File: src/rtl/pc_fetch_gen_pkg.sv
// Shared constants and state encoding for the PC generator / fetch front end.
package pc_fetch_gen_pkg;

    localparam logic RstEnable  = 1'b0;
    localparam logic JumpEnable = 1'b1;

    localparam int unsigned FetchAddrW = 32;
    localparam logic [31:0] ResetPc    = 32'h0000_0000;

    typedef enum logic [1:0] {
        IDLE    = 2'd0,
        RUN     = 2'd1,
        HALTING = 2'd2,
        HALTED  = 2'd3
    } fetch_state_e;

endpackage

File: src/rtl/pc_fetch_fifo.sv
// In-order tracker of outstanding fetch addresses, each tagged with a stale bit
// so responses belonging to a redirected stream can be dropped.
module pc_fetch_fifo #(
    parameter int unsigned DEPTH  = 2,
    parameter int unsigned ADDR_W = 32,
    localparam int unsigned PtrW  = (DEPTH > 1) ? $clog2(DEPTH) : 1,
    localparam int unsigned CntW  = $clog2(DEPTH + 1)
) (
    input  logic              clk,
    input  logic              rst_n,
    input  logic              push_i,
    input  logic [ADDR_W-1:0] push_addr_i,
    input  logic              push_stale_i,
    input  logic              pop_i,
    input  logic              mark_stale_i,
    output logic [CntW-1:0]   count_o,
    output logic              full_o,
    output logic              empty_o,
    output logic [ADDR_W-1:0] head_addr_o,
    output logic              head_stale_o
);

    logic [ADDR_W-1:0] addr_q  [DEPTH];
    logic              stale_q [DEPTH];
    logic [PtrW-1:0]   wr_ptr_q, wr_ptr_d;
    logic [PtrW-1:0]   rd_ptr_q, rd_ptr_d;
    logic [CntW-1:0]   count_q, count_d;
    logic              push_ok;
    logic              pop_ok;

    assign full_o       = (count_q == CntW'(DEPTH));
    assign empty_o      = (count_q == '0);
    assign count_o      = count_q;
    assign head_addr_o  = addr_q[rd_ptr_q];
    assign head_stale_o = stale_q[rd_ptr_q];

    assign push_ok = push_i && !full_o;
    assign pop_ok  = pop_i && !empty_o;

    always_comb begin
        wr_ptr_d = wr_ptr_q;
        rd_ptr_d = rd_ptr_q;
        count_d  = count_q;
        if (push_ok) begin
            wr_ptr_d = (wr_ptr_q == PtrW'(DEPTH - 1)) ? '0 : wr_ptr_q + PtrW'(1);
        end
        if (pop_ok) begin
            rd_ptr_d = (rd_ptr_q == PtrW'(DEPTH - 1)) ? '0 : rd_ptr_q + PtrW'(1);
        end
        if (push_ok && !pop_ok) begin
            count_d = count_q + CntW'(1);
        end else if (!push_ok && pop_ok) begin
            count_d = count_q - CntW'(1);
        end
    end

    always_ff @(posedge clk or negedge rst_n) begin
        if (!rst_n) begin
            wr_ptr_q <= '0;
            rd_ptr_q <= '0;
            count_q  <= '0;
        end else begin
            wr_ptr_q <= wr_ptr_d;
            rd_ptr_q <= rd_ptr_d;
            count_q  <= count_d;
        end
    end

    // A same-cycle push wins over the broadcast mark; the caller sets its stale bit.
    always_ff @(posedge clk or negedge rst_n) begin
        if (!rst_n) begin
            for (int i = 0; i < int'(DEPTH); i++) begin
                addr_q[i]  <= '0;
                stale_q[i] <= 1'b0;
            end
        end else begin
            for (int i = 0; i < int'(DEPTH); i++) begin
                if (push_ok && (wr_ptr_q == PtrW'(i))) begin
                    addr_q[i]  <= push_addr_i;
                    stale_q[i] <= push_stale_i;
                end else if (mark_stale_i) begin
                    stale_q[i] <= 1'b1;
                end
            end
        end
    end

endmodule

File: src/rtl/pc_fetch_gen.sv
// PC generator and instruction-fetch front end: issues req/gnt fetches,
// tracks outstanding requests and filters responses made stale by jumps.
module pc_fetch_gen
    import pc_fetch_gen_pkg::*;
#(
    parameter int unsigned       ADDR_W   = FetchAddrW,
    parameter logic [ADDR_W-1:0] RESET_PC = ADDR_W'(ResetPc),
    parameter int unsigned       DEPTH    = 2
) (
    input  logic              clk,
    input  logic              rst,
    input  logic              jump_flag_i,
    input  logic [ADDR_W-1:0] jump_addr_i,
    input  logic              hold_flag_i,
    input  logic              halt_req_i,
    output logic              req_o,
    output logic [ADDR_W-1:0] addr_o,
    input  logic              gnt_i,
    input  logic              rvalid_i,
    input  logic [31:0]       rdata_i,
    output logic              inst_valid_o,
    output logic [31:0]       inst_o,
    output logic [ADDR_W-1:0] inst_addr_o,
    output logic              misalign_o,
    output logic              halted_o
);

    localparam int unsigned CntW = $clog2(DEPTH + 1);

    fetch_state_e      state_q, state_d;
    logic [ADDR_W-1:0] addr_q, addr_d;
    logic              misalign_q, misalign_d;

    logic [CntW-1:0]   fifo_count;
    logic              fifo_full;
    logic              fifo_empty;
    logic [ADDR_W-1:0] head_addr;
    logic              head_stale;
    logic              jump_act;
    logic              push;
    logic              pop;
    logic              next_empty;

    assign jump_act = (jump_flag_i == JumpEnable) && (state_q != IDLE);
    assign req_o    = (state_q == RUN) && !hold_flag_i && !fifo_full;
    assign push     = req_o && gnt_i;
    assign pop      = rvalid_i && !fifo_empty;

    // FIFO occupancy after this edge, so halting completes on the last response.
    assign next_empty = ((fifo_count == '0) && !push) ||
                        ((fifo_count == CntW'(1)) && pop && !push);

    pc_fetch_fifo #(
        .DEPTH  (DEPTH),
        .ADDR_W (ADDR_W)
    ) u_fifo (
        .clk          (clk),
        .rst_n        (rst),
        .push_i       (push),
        .push_addr_i  (addr_q),
        .push_stale_i (jump_act),
        .pop_i        (pop),
        .mark_stale_i (jump_act),
        .count_o      (fifo_count),
        .full_o       (fifo_full),
        .empty_o      (fifo_empty),
        .head_addr_o  (head_addr),
        .head_stale_o (head_stale)
    );

    always_comb begin
        state_d    = state_q;
        addr_d     = addr_q;
        misalign_d = 1'b0;

        unique case (state_q)
            IDLE:    state_d = RUN;
            RUN:     if (halt_req_i) state_d = next_empty ? HALTED : HALTING;
            HALTING: begin
                if (!halt_req_i)     state_d = RUN;
                else if (next_empty) state_d = HALTED;
            end
            HALTED:  if (!halt_req_i) state_d = RUN;
            default: state_d = IDLE;
        endcase

        if (jump_act) begin
            addr_d     = {jump_addr_i[ADDR_W-1:2], 2'b00};
            misalign_d = |jump_addr_i[1:0];
        end else if (push) begin
            addr_d = addr_q + ADDR_W'(4);
        end
    end

    always_ff @(posedge clk or negedge rst) begin
        if (!rst) begin
            state_q    <= IDLE;
            addr_q     <= RESET_PC;
            misalign_q <= 1'b0;
        end else begin
            state_q    <= state_d;
            addr_q     <= addr_d;
            misalign_q <= misalign_d;
        end
    end

    assign addr_o       = addr_q;
    assign misalign_o   = misalign_q;
    assign halted_o     = (state_q == HALTED);
    assign inst_o       = rdata_i;
    assign inst_addr_o  = head_addr;
    assign inst_valid_o = rvalid_i && !fifo_empty && !head_stale && !jump_flag_i;

endmodule

File: config.mk
export PLATFORM = sky130hd
export DESIGN_NAME = pc_fetch_gen
export DESIGN_NICKNAME = d
export VERILOG_FILES = /design/src/rtl/pc_fetch_gen_pkg.sv /design/src/rtl/pc_fetch_fifo.sv /design/src/rtl/pc_fetch_gen.sv
export SDC_FILE = /design/constraint.sdc
export NUM_CORES = 1
export LEC_CHECK = 0
export ABC_AREA = 1
export CAP_MARGIN = 20
export CELL_PAD_IN_SITES_DETAIL_PLACEMENT = 0
export CELL_PAD_IN_SITES_GLOBAL_PLACEMENT = 1
export CORE_MARGIN = 1.5
export CORE_UTILIZATION = 34
export DETAILED_ROUTE_END_ITERATION = 8
export HOLD_SLACK_MARGIN = 0.1
export PLACE_DENSITY = 0.89
export SYNTH_ARGS = -nofsm -noshare
export SYNTH_HDL_FRONTEND = slang
export SYNTH_SLANG_ARGS = --single-unit
File: constraint.sdc
create_clock -name clk -period 2.2 [get_ports clk]
set_clock_uncertainty 0.15 [all_clocks]
set_input_delay 0.33 -clock clk [delete_from_list [all_inputs] [get_ports clk]]
set_output_delay 0.33 -clock clk [all_outputs]
set_load 0.02 [all_outputs]
== Yosys cells after proc, flatten, opt, wreduce, memory -nomap -nowiden ==
Index checks and enable logic that the tools add are counted.

* Register bits: 105
* Output and inout port bits: 100
* Input port bits: 71

* Add/subtract/negate cells: 5
* Multiplexer cells: 22
* Eq/ne operators: 8
* Reduce and logical (&&, ||, !) cells: 34
* Magnitude comparators: 1
* Bitwise operators: 2

{| class="wikitable"
|+ Operators with widths
! cell !! number
|-
| $mux 32 || 5
|-
| $add 32x3->32 const B || 1
|-
| $logic_and 1x1->1 || 16
|-
| $mux 2 || 6
|-
| $mux 1 || 10
|-
| $reduce_bool 2->1 || 5
|-
| $logic_not 1->1 || 8
|-
| $pmux 2 s4 || 1
|-
| $eq 2x2->1 const B || 3
|-
| $eq 2x1->1 const B || 2
|-
| $logic_not 2->1 || 2
|-
| $ne 2x2->1 const B || 2
|-
| $ne 3x3->1 const B || 1
|-
| $reduce_and 3->1 || 1
|-
| $add 1x1->1 const B || 2
|-
| $add 2x1->2 const B || 1
|-
| $ge 2x2->1 const B || 1
|-
| $not 1->2 || 1
|-
| $reduce_or 2->1 || 1
|-
| $sub 2x1->2 const B || 1
|-
| $logic_or 1x1->1 || 1
|-
| $not 1->1 || 1
|}

== Longest topological paths before layout ==
* Depth in word-level cells: 10
* Depth in mapped cells: 11
* Depth with buffers taken out: 11

== Cells and area by module ==
From an unflattened synthesis, not the netlist that was laid out.

* Cells, all modules: 853
* Area total of the unflattened synthesis: 6184.7 sq um

{| class="wikitable"
|+ Modules (own cells, without submodules)
! module !! cells each !! area each (sq um) !! times used
|-
| pc_fetch_fifo || 431 || 3424.5 || 1
|-
| pc_fetch_gen || 422 || 2760.1 || 1
|}

== Worst setup path after synthesis ==
Ideal clock, no wire load.

* Path kind: reg-to-output
* Start point: reg u_fifo.count_q[0], in the netlist u_fifo.count_o[0]
* End point: out inst_valid_o
* Required time: 1.720 ns
* Cell stages (with the launch flop): 6
* Slack: -0.131 ns
* Arrival time: 1.851 ns
* Cells stage by stage: dfrtp_1 -> inv_1 -> ha_1 -> inv_1 -> nand2_1 -> a2111oi_0

* Longest elaborated chain between the ends: 5

{| class="wikitable"
|+ RTL lines
! element !! RTL line !! RTL
|-
| start, declared || pc_fetch_fifo.sv:27 || <nowiki>logic [CntW-1:0] count_q, count_d;</nowiki>
|-
| start signal, assigned || pc_fetch_fifo.sv:65 || <nowiki>count_q <= count_d;</nowiki>
|-
| $logic_not 2->1 || pc_fetch_fifo.sv:32 || <nowiki>assign empty_o = (count_q == '0);</nowiki>
|-
| $logic_not 1->1 || pc_fetch_gen.sv:112 || <nowiki>assign inst_valid_o = rvalid_i && !fifo_empty && !head_stale && !jump_flag_i;</nowiki>
|-
| $logic_and 1x1->1 (3 in a row) || pc_fetch_gen.sv:112 ||
|-
| end, declared || pc_fetch_gen.sv:21 || <nowiki>output logic inst_valid_o,</nowiki>
|}

Every way passes these cells.

== Worst setup path after layout ==
Same ends and word-level chain as after synthesis.

==> impl_results.md <==
* Met3 GRT Util at 3.25%
* Netlist cell types at 35
* Clk buf depth at 2
* Post-synth ARST share at 100%
* Setup Buffers After CTS at 0
* Setup tns final at 0 ns
* RSZ-0062 raised after global routing: yes
* Post-DP HPWL at 11,000 microns
* Crit start category: flip-flop
* Sequential-to-total area share from yosys stat at 42.4%
* Total CTS buffers at 9
* Most frequent cells in the layout: nand2_1 (288), dfrtp_1 (99), clkdlybuf4s50_1 (69)
* Routed len/inst at 14.0 microns
* Pwr Density at 1550 nW/um^2
* Hold Crit Start: u_fifo.addr_q[49]$_DFFE_PN0P_
* Congestion Overflow GR at 0
* Post-Synthesis Cells at 775
* CP Cell Sequence: inv_1, ha_1, inv_1, nand2_1, a2111oi_1, buf_2
* Core area at 16,700 sq um
* Mapped Area at 5840 sq um
* Yosys warning count at 0
* Period minus WS final at 2.14 ns
* Area Growth Syn to Fin at 22.8%
* Max Clk Rate at 0.467 GHz
* First-pass DRT Iterations at 4
* Initial core utilization at 35.0%
* Most Used Layer, Global Route: met2
* Top post-synthesis cells by area: dfrtp_1 (42%), nand2_1 (19%), buf_4 (4.8%), o21ai_2 (4.5%), nor2_1 (4.1%)
* Clk root buf: clkbuf_16
* Initial antenna violation count at 0
* First-pass GRT wire length at 24,300 microns
* Tot Pwr at 11,200 uW
* Drt drc at 0
* Fin. Hold Viols at 0
* Worst-path fanout max at 2
* Peak per-stage delay on the critical path at 0.34 ns
* Cell taking the most area after synthesis: dfrtp_1
* Met2 global-route usage at 27.3%
* Cell mode on critical path: inv_1
* FF-to-FF path depth at 10
* Hold EP: u_fifo.addr_q[49]$_DFFE_PN0P_
* Critical Path AT at 1.66 ns
* Fin crit share at 97.4%
* Global Route Usage Sum at 17.2%
* Die Width at 134 microns
* Core Rows at 47
* Die height at 134 microns
* Layout cell share with drive strength beyond 1 at 13.0%
* CP endpoint kind: primary output
* DRT iter0 DRCs at 358
* Ant diodes at 0
* Detailed Route WL at 15,000 microns
* Slew Viols, Final at 0
* Largest net degree at the start of global routing at 62
* Mean Syn Cell Area at 7.53 sq um
* Final ANT Viol Nets at 0
* Ys flop type: dfrtp_1
* R2R Path End: u_fifo.addr_q[39]$_DFFE_PN0P_
* DIE AREA at 18,000 sq um
* Register bit total from synthesis at 99
* Worst-Skew Late Latency at 0.35 ns
* Post-synth EDFFs at 0
* Worst hold path type: reg2reg
* Setup CP Type: reg2out
* Final-report setup violation count at 0
* Vias in the first global route at 4,737
* Worst vdd ir at 0.520 mV
* Final Util at 43.0%
* Crit path max-delay cell type: dfrtp_1
* Share of the synthesized area in the top cell type at 42.4%
* CTS tree: built
* CTS sink count at 99
* Leak at 0.00359 uW
* Worst hold path cell count at 2
* Vias/cell at 4.65
* I/O Buffers at 102
* Fin nets at 925
* Critical Path RT at 1.72 ns
* Max-Cap Viols at 0
* R2R setup slack at 0.10 ns
* FF-to-FF Start: u_fifo.count_o[0]$_DFFE_PN0P_
* I/O pin count at 171
* Most common cell after layout, fill and taps aside: nand2_1
* Total number of vias at 4,969
* Run status: finished, final reports clean
* H-tree depth at 3
* Clock Pin Slew Worst Setup and Hold Paths at 0.07 ns
* Gp weighted congestion at 0.843
* Met1 Track Usage GR at 24.0%
==> critical path: cells and delay by family (launching register included) <==
family                     cells  cell delay, ns
and+or+nand+nor                1            0.11
DFF                            1            0.34
AOI/OAI and AO/OA              1            0.33
adders and majority gates      1            0.18
buffers and inverters          3            0.35
==> area by class of cell <==
type / count / area [sq um]
flip-flops and latches: 99 / 2480
inverters: 62 / 233
multi-input cells: 550 / 2660
repair buffers: 123 / 1220
well taps: 220 / 275
clock buffers: 10 / 229
fillers: 1742 / 9530
clock inverters: 5 / 86.3
==> logic make-up after synthesis <==
logic type	after synthesis	synth area share, %
other cells	1	0.0642
xor+xnor	5	0.750
flops	99	42.4
simple gates	428	31.3
buf+inv	129	12.3
compound gates	104	11.2
fa+ha+maj	9	1.93
==> how the worst max path moves through the flow <==
stage,from,end,slack (ns),cells after the start
5_1_grt,u_fifo.count_o[0]$_DFFE_PN0P_,inst_valid_o,-0.03,6
6_report,u_fifo.count_o[0]$_DFFE_PN0P_,inst_valid_o,0.06,6
3_5_place_dp,rvalid_i,inst_valid_o,-0.30,4
4_1_cts,u_fifo.count_o[0]$_DFFE_PN0P_,inst_valid_o,0.04,6
3_3_place_gp,rvalid_i,inst_valid_o,-0.29,4
2_1_floorplan,u_fifo.count_o[0]$_DFFE_PN0P_,inst_valid_o,0.13,5
==> what timing repair did <==
item                                    in CTS  in global routing
hold buffers                                 1                  0
resized for setup                           37                 22
cloned                                       0                  0
endpoints found under the hold margin       29                  0
endpoints found under the setup margin      32                 37
==> registers in the layout (all words and copies together) (netlist names) <==
| register | count |
|---|---|
| addr_o | 30 |
| u_fifo.addr_q | 60 |
| state_q | 2 |
| misalign_o | 1 |
| u_fifo.count_o | 2 |
| u_fifo.wr_ptr_q | 1 |
| u_fifo.stale_q | 2 |
| u_fifo.rd_ptr_q | 1 |
==> through the flow <==
step	instances	area, sq um	hold WS [ns]	worst slack (ns)
2_1_floorplan	778	5850	-0.116	0.129
3_3_place_gp	1053	6900	0.161	-0.292
3_5_place_dp	1053	6900	0.155	-0.301
4_1_cts	1069	7180	0.335	0.0439
5_1_grt	1069	7170	0.352	-0.0307
6_report	1069	7170	0.333	0.0569
==> cells in the mapped netlist (all sizes together) (4+ instances only) <==
cell      n
inv      62
a21oi    15
o211ai    4
nor3      5
buf      56
nand2   302
nand3    38
xor2      4
clkbuf   11
nor2     80
dfrtp    99
ha        9
o21ai    79
==> layer usage <==
layer / vias up / routed length (microns) / part of all wire (%)
met5: - / 0 / 0
met3: 10 / 779 / 5.2
met1: 2298 / 7220 / 48
met4: 0 / 156 / 1.0
met2: 119 / 6810 / 46
li1: 2542 / - / -
==> power breakdown <==
group | internal (uW) | switching, uW | total (uW)
registers | 2710 | 772 | 3480
clock network | 1000 | 719 | 1720
logic | 2270 | 3680 | 5950
total | 5980 | 5170 | 11200
(Power assumes the default switching activity.)
